File: src/rtl/lsu_bus_port_pkg.sv
// Shared types and helpers for the load/store bus port.
// Latency: n/a (types, constants and pure functions only).
// Backpressure: n/a.
package lsu_bus_port_pkg;

  typedef enum logic [1:0] {
    ST_IDLE = 2'd0,
    ST_REQ  = 2'd1,
    ST_DONE = 2'd2
  } state_t;

  typedef enum logic [1:0] {
    SZ_B = 2'd0,
    SZ_H = 2'd1,
    SZ_W = 2'd2
  } size_t;

  localparam logic [3:0] BE_BYTE = 4'b0001;
  localparam logic [3:0] BE_HALF = 4'b0011;
  localparam logic [3:0] BE_WORD = 4'b1111;

  // Byte enables for an access of the given size at byte offset ofs.
  function automatic logic [3:0] be_of(input size_t size, input logic [1:0] ofs);
    logic [3:0] be;
    case (size)
      SZ_B:    be = BE_BYTE << ofs;
      SZ_H:    be = BE_HALF << {ofs[1], 1'b0};
      default: be = BE_WORD;
    endcase
    return be;
  endfunction

  // Store data replicated into every lane so the byte enables pick the right one.
  function automatic logic [31:0] wdata_of(input size_t size, input logic [31:0] d);
    logic [31:0] w;
    case (size)
      SZ_B:    w = {4{d[7:0]}};
      SZ_H:    w = {2{d[15:0]}};
      default: w = d;
    endcase
    return w;
  endfunction

endpackage

File: src/rtl/lsu_bus_port_load_align.sv
// Load alignment: shifts the bus word down to the addressed lane, then sign/zero extends.
// Latency: combinational, zero cycles.
// Backpressure: none; pure function of its inputs.
module lsu_load_align
  import lsu_bus_port_pkg::*;
(
  input  logic [31:0] word,
  input  logic [1:0]  ofs,
  input  size_t       size,
  input  logic        sign,
  output logic [31:0] data
);

  logic [31:0] shifted;

  // Bring the addressed byte to lane 0, then keep only the access width.
  always_comb begin
    shifted = word >> {ofs, 3'b000};
    data    = shifted;
    case (size)
      SZ_B:    data = {{24{sign & shifted[7]}}, shifted[7:0]};
      SZ_H:    data = {{16{sign & shifted[15]}}, shifted[15:0]};
      default: data = shifted;
    endcase
  end

endmodule

File: src/rtl/lsu_bus_port.sv
// Data-side memory port: one word-aligned req/ack bus transaction per load or store.
// Latency: 3 cycles minimum (IDLE sample, REQ with same-cycle ack, DONE); timeout aborts.
// Backpressure: stall holds the core from access sample until DONE. Option: MISALIGN_TRAP_EN.
module lsu_bus_port
  import lsu_bus_port_pkg::*;
#(
  parameter int TIMEOUT_CYCLES = 255,
  parameter int TMO_W          = 8
) (
  input  logic        clk,
  input  logic        rst_n,
  input  logic        mem_read,
  input  logic [3:0]  mem_write,
  input  logic        extend_h,
  input  logic        extend_b,
  input  logic        sign,
  input  logic        unsgn,
  input  logic [31:0] addr,
  input  logic [31:0] store_data,
  output logic        stall,
  output logic [31:0] load_data,
  output logic        load_valid,
  output logic        bus_err,
  output logic        bus_req,
  output logic        bus_we,
  output logic [31:0] bus_addr,
  output logic [3:0]  bus_be,
  output logic [31:0] bus_wdata,
  input  logic [31:0] bus_rdata,
  input  logic        bus_ack
);

  localparam logic [TMO_W-1:0] TMO_LIMIT = TMO_W'(TIMEOUT_CYCLES);

  state_t            state_q, state_d;
  logic              acc, we_in;
  size_t             size_in, size_q;
  logic [31:0]       addr_al, addr_q;
  logic              sign_q;
  logic [TMO_W-1:0]  tmo_q;
  logic [31:0]       align_out;
  logic              tmo_hit;

  // Zero extension is simply "not sign"; unsgn carries no extra information.
  logic unused_unsgn;
  assign unused_unsgn = unsgn;

  assign acc   = mem_read | (|mem_write);
  assign we_in = |mem_write;
  assign tmo_hit = (tmo_q == TMO_LIMIT);

  // Size decode (byte beats half) and natural alignment of the address.
  always_comb begin
    size_in = SZ_W;
    if (extend_b)      size_in = SZ_B;
    else if (extend_h) size_in = SZ_H;
    addr_al = addr;
    case (size_in)
      SZ_H:    addr_al = {addr[31:1], 1'b0};
      SZ_W:    addr_al = {addr[31:2], 2'b00};
      default: addr_al = addr;
    endcase
  end

`ifdef MISALIGN_TRAP_EN
  logic misal;
  // Half on an odd byte, or word off a word boundary, traps instead of going to the bus.
  always_comb begin
    misal = ((size_in == SZ_H) && addr[0]) || ((size_in == SZ_W) && (addr[1:0] != 2'b00));
  end
`endif

  lsu_load_align u_align (
    .word (bus_rdata),
    .ofs  (addr_q[1:0]),
    .size (size_q),
    .sign (sign_q),
    .data (align_out)
  );

  // State register.
  always_ff @(posedge clk or negedge rst_n) begin
    if (!rst_n) state_q <= ST_IDLE;
    else        state_q <= state_d;
  end

  // Next state plus the combinational handshake outputs.
  always_comb begin
    state_d = state_q;
    stall   = 1'b0;
    bus_req = 1'b0;
    case (state_q)
      ST_IDLE: begin
        stall = acc;
        if (acc) begin
`ifdef MISALIGN_TRAP_EN
          state_d = misal ? ST_DONE : ST_REQ;
`else
          state_d = ST_REQ;
`endif
        end
      end
      ST_REQ: begin
        stall   = 1'b1;
        bus_req = 1'b1;
        if (bus_ack || tmo_hit) state_d = ST_DONE;
      end
      ST_DONE: state_d = ST_IDLE;
      default: state_d = ST_IDLE;
    endcase
  end

  // Access capture, timeout counting and write-back result/pulse generation.
  always_ff @(posedge clk or negedge rst_n) begin
    if (!rst_n) begin
      addr_q     <= '0;
      size_q     <= SZ_W;
      sign_q     <= 1'b0;
      bus_we     <= 1'b0;
      bus_be     <= '0;
      bus_wdata  <= '0;
      tmo_q      <= '0;
      load_data  <= '0;
      load_valid <= 1'b0;
      bus_err    <= 1'b0;
    end else begin
      case (state_q)
        ST_IDLE: begin
          if (acc) begin
            addr_q    <= addr_al;
            size_q    <= size_in;
            sign_q    <= sign;
            bus_we    <= we_in;
            bus_be    <= be_of(size_in, addr_al[1:0]);
            bus_wdata <= wdata_of(size_in, store_data);
            tmo_q     <= '0;
`ifdef MISALIGN_TRAP_EN
            if (misal) begin
              load_data <= '0;
              bus_err   <= 1'b1;
            end
`endif
          end
        end
        ST_REQ: begin
          if (bus_ack) begin
            if (!bus_we) begin
              load_data  <= align_out;
              load_valid <= 1'b1;
            end
          end else if (tmo_hit) begin
            load_data <= '0;
            bus_err   <= 1'b1;
          end else begin
            tmo_q <= tmo_q + TMO_W'(1);
          end
        end
        default: begin
          load_valid <= 1'b0;
          bus_err    <= 1'b0;
        end
      endcase
    end
  end

  assign bus_addr = {addr_q[31:2], 2'b00};

endmodule
File: config.mk
export PLATFORM = sky130hd
export DESIGN_NAME = lsu_bus_port
export DESIGN_NICKNAME = d
export VERILOG_FILES = /design/src/rtl/lsu_bus_port_pkg.sv /design/src/rtl/lsu_bus_port_load_align.sv /design/src/rtl/lsu_bus_port.sv
export SDC_FILE = /design/constraint.sdc
export NUM_CORES = 1
export LEC_CHECK = 0
export ABC_CLOCK_PERIOD_IN_PS = 2400
export CORE_ASPECT_RATIO = 0.75
export CORE_UTILIZATION = 45
export CTS_CLUSTER_DIAMETER = 150
export DETAILED_ROUTE_END_ITERATION = 12
export GPL_TIMING_DRIVEN = 0
export MAX_ROUTING_LAYER = met4
export PLACE_DENSITY = 0.88
export SLEW_MARGIN = 20
export SYNTH_ARGS = -nofsm -noshare
export SYNTH_HDL_FRONTEND = slang
export SYNTH_SLANG_ARGS = --single-unit
File: constraint.sdc
create_clock -name clk -period 2.4 [get_ports clk]
set_input_delay 0.36 -clock clk [delete_from_list [all_inputs] [get_ports clk]]
set_output_delay 0.36 -clock clk [all_outputs]
set_load 0.005 [all_outputs]
==> results.txt <==
worst path required time -> 2.04 ns
final setup vio count -> 0
max-cap violations -> 0
initial antenna violation count -> 0
drt pass-1 iters -> 4
CP dominant cell by count -> clkdlybuf4s50_1
# fillers -> 857
clock sink count -> 116
Worst slew margin -> 0.550
Clk pin slew, worst setup/hold paths -> 0.05 ns
Fin Clk Skew -> 0.00542 ns
Ys Warns -> 0
number of synthesized flops with an enable pin -> 0
Worst Hold Class -> in -> async
power share of the clock group -> 0.233
sequential fraction of the synthesis area -> 0.516
Slew Limit Fails -> 0
drt wl/cell -> 17.8 um
initial core utilization -> 0.474
CORE AREA -> 11,900 sq um
Setup crit start kind -> primary input
nets -> 944
drt initial violations -> 446
DP HPWL -> 13,300 um
I/O Buffers -> 209
Distinct cells, synth -> 48
WP buf/inv -> 2
Worst Setup End Kind -> output port
gpl congestion -> 0.900
layout cells sized above 1 -> 0.115
family with the most delay on the worst path -> buffers and inverters
status -> finished, final reports clean
Data arrival, critical path -> 1.97 ns
largest net degree at the start of global routing -> 81
Layout area overhead -> 52.2%
Psw -> 3.67 mW
Int Pwr -> 7.16 mW
Setup Buffers After CTS -> 0
DRC viols -> 0
clock root buffer -> clkbuf_16
Clock Tree Buf Depth -> 2
# IOs -> 213
Die Wd -> 131 um
Logic pwr share -> 0.456
die area -> 13,000 sq um
Inserted Diodes -> 0
number of buffers created by CTS -> 17
power consumption -> 10.8 mW
Routed Antenna Nets -> 0
maximum clock rate -> 0.430 GHz
Net Sw Frac -> 0.339
final core occ -> 0.722
synthesis-stage register bit count -> 116
syn avg cell area -> 9.32 sq um
htree depth -> 4
cell taking the most area after synthesis -> dfrtp_1
Via-to-Cell Ratio -> 5.47
first-pass GRT wire length -> 28,400 um
largest cells by area after synthesis -> dfrtp_1 51%, nand2_1 11%, o21ai_0 5.2%
power per standard cell area -> 1260 nW/um^2
top cell type's share of synthesized area -> 0.511
Post-Syn Instances -> 604
most used flip-flop cell after synthesis -> dfrtp_1
maximum VDD drop -> 647 uV
crit-path max cell delay -> 0.58 ns
CP Max Fanout -> 4
Fin. Hold Viols -> 0
number of global-route vias before repair -> 5,507
fin crit period -> 2.33 ns
area of the multi-input gates -> 2330 sq um
unrepaired setup endpoints after global routing -> no
share of synthesized registers carrying an async set or reset -> 1.00
CTS tree -> built
cells along the critical path -> clkdlybuf4s50_1 -> or4_4 -> nor3_2 -> nor2_1 -> clkdlybuf4s50_1
leakage power figure -> 3.87 nW
die height -> 98.9 um
worst slew pin tran -> 0.672 ns
global route overflow -> 0
Crit Path Class -> in -> out
Clock Latency Late Sink -> 0.41 ns
Final Cycle Share -> 0.969
Post-Syn Area -> 5630 sq um
Storage cell area -> 2900 sq um
total number of vias -> 5,510
routed wire length -> 17,900 um
gr usage total -> 0.292
slowest CP cell -> or4_4
Reg power frac -> 0.311
Cell Rows -> 34
[repair_timing]
action                                  CTS  global route
pin swaps                                 0             1
hold buffers                              1             0
endpoints found under the setup margin   18             4
hold endpoints to repair                 36             0
gates resized for setup                   2             5
[layout make-up]
cell class,count,share of cell area
Buffer,65,0.0451
Inverter,9,0.00423
Clock buffer,20,0.0521
Multi-Input combinational cell,414,0.271
Sequential cell,116,0.339
Clock inverter,11,0.0158
Timing Repair Buffer,211,0.249
Tap cell,162,0.0237
[path summary, 6_finish.rpt]
path / start / endpoint / slack (ns) / cells past startpoint
worst max register to register: state_q[1] / load_data[30] / 0.30 / 6
max in group asynchronous: rst_n / size_q[1] / 1.28 / 3
worst min-delay path: rst_n / addr_q[3] / 0.41 / 2
min in group clk: addr[25] / addr_q[25] / 0.47 / 3
worst max-delay path: mem_write[1] / stall / 0.07 / 5
worst min register to register: addr_q[25] / addr_q[25] / 0.47 / 2
[per-layer routing]
metal,vias to the layer above,track usage,part of all wire
met3,20,0.0741,0.079
met4,0,0.0950,0.012
li1,2518,-,-
met5,-,-,0
met2,274,0.455,0.47
met1,2698,0.374,0.44
[cell usage after synthesis (9+ instances only)]
cell type,n
o211ai_1,12
buf_2,9
nor2b_1,10
dfrtp_1,115
clkbuf_1,23
a221oi_1,16
o21ai_0,58
nand2_1,162
buf_4,33
nor2_1,53
mux2i_1,16
[worst register-to-register path: cells and delay by family, from the launching register on]
kind / cells / cell delay [ns]
compound gates: 3 / 0.80
buf+inv: 2 / 0.50
flops: 1 / 0.44
simple gates: 1 / 0.30
[cells by family after synthesis]
family,share of synthesized area
muxes,0.0525
adders and majority gates,0.00445
AOI/OAI and AO/OA,0.167
and+or+nand+nor,0.182
other,0.000666
DFF,0.516
xor gates and xnor gates,0.00156
buffers and inverters,0.0754
[state kept, by name, indices dropped and copies added, names as in the netlist]
register	cells
bus_err	1
size_q	2
bus_we	1
state_q	2
load_data	32
sign_q	1
bus_be	4
bus_wdata	32
tmo_q	8
load_valid	1
addr_q	32
[power by group through the flow]
| stage | combinational (mW) | sequential (mW) | clock [mW] |
|---|---|---|---|
| after floorplan | 2.39 | 3.29 | 0 |
| after global placement | 4.76 | 3.33 | 0 |
| after detailed placement | 4.92 | 3.38 | 0 |
| after CTS | 4.96 | 3.36 | 2.55 |
| after global routing | 5.38 | 3.47 | 2.64 |
| final | 4.94 | 3.37 | 2.52 |
[layout by cell type (no fill, tap or decap), types with 3 or more instances in the layout]
cell type / Yosys / routed
clkdlybuf4s50_1: 0 / 208
nand2_1: 162 / 162
dfrtp_1: 115 / 115
o21ai_0: 58 / 58
nor2_1: 53 / 53
buf_4: 33 / 33
clkbuf_1: 23 / 24
clkbuf_16: 0 / 17
mux2i_1: 16 / 16
a221oi_1: 16 / 14
o211ai_1: 12 / 12
nor2b_1: 10 / 10
buf_2: 9 / 9
mux2_2: 8 / 8
a211o_1: 8 / 8
a22o_1: 8 / 8
a221o_1: 8 / 8
a2bb2oi_1: 7 / 7
inv_1: 7 / 6
clkinv_2: 0 / 6
a21oi_1: 5 / 5
nand2b_1: 3 / 3
nand3_1: 3 / 3
or4_1: 3 / 3
a31oi_1: 3 / 3
bufinv_16: 0 / 3
[stage by stage]
step	instance area, sq um	setup slack [ns]	hold WS (ns)	instances	setup TNS [ns]
6_report	8570	0.0737	0.406	1008	0
5_1_grt	8570	0.0205	0.450	1008	0
4_1_cts	8550	0.0106	0.419	1009	0
3_5_place_dp	7960	-0.666	0.279	977	-16.85
3_3_place_gp	7930	-3.29	0.459	976	-389.88
2_1_floorplan	5630	0.568	0.0644	605	0
(Power assumes the default switching activity.)
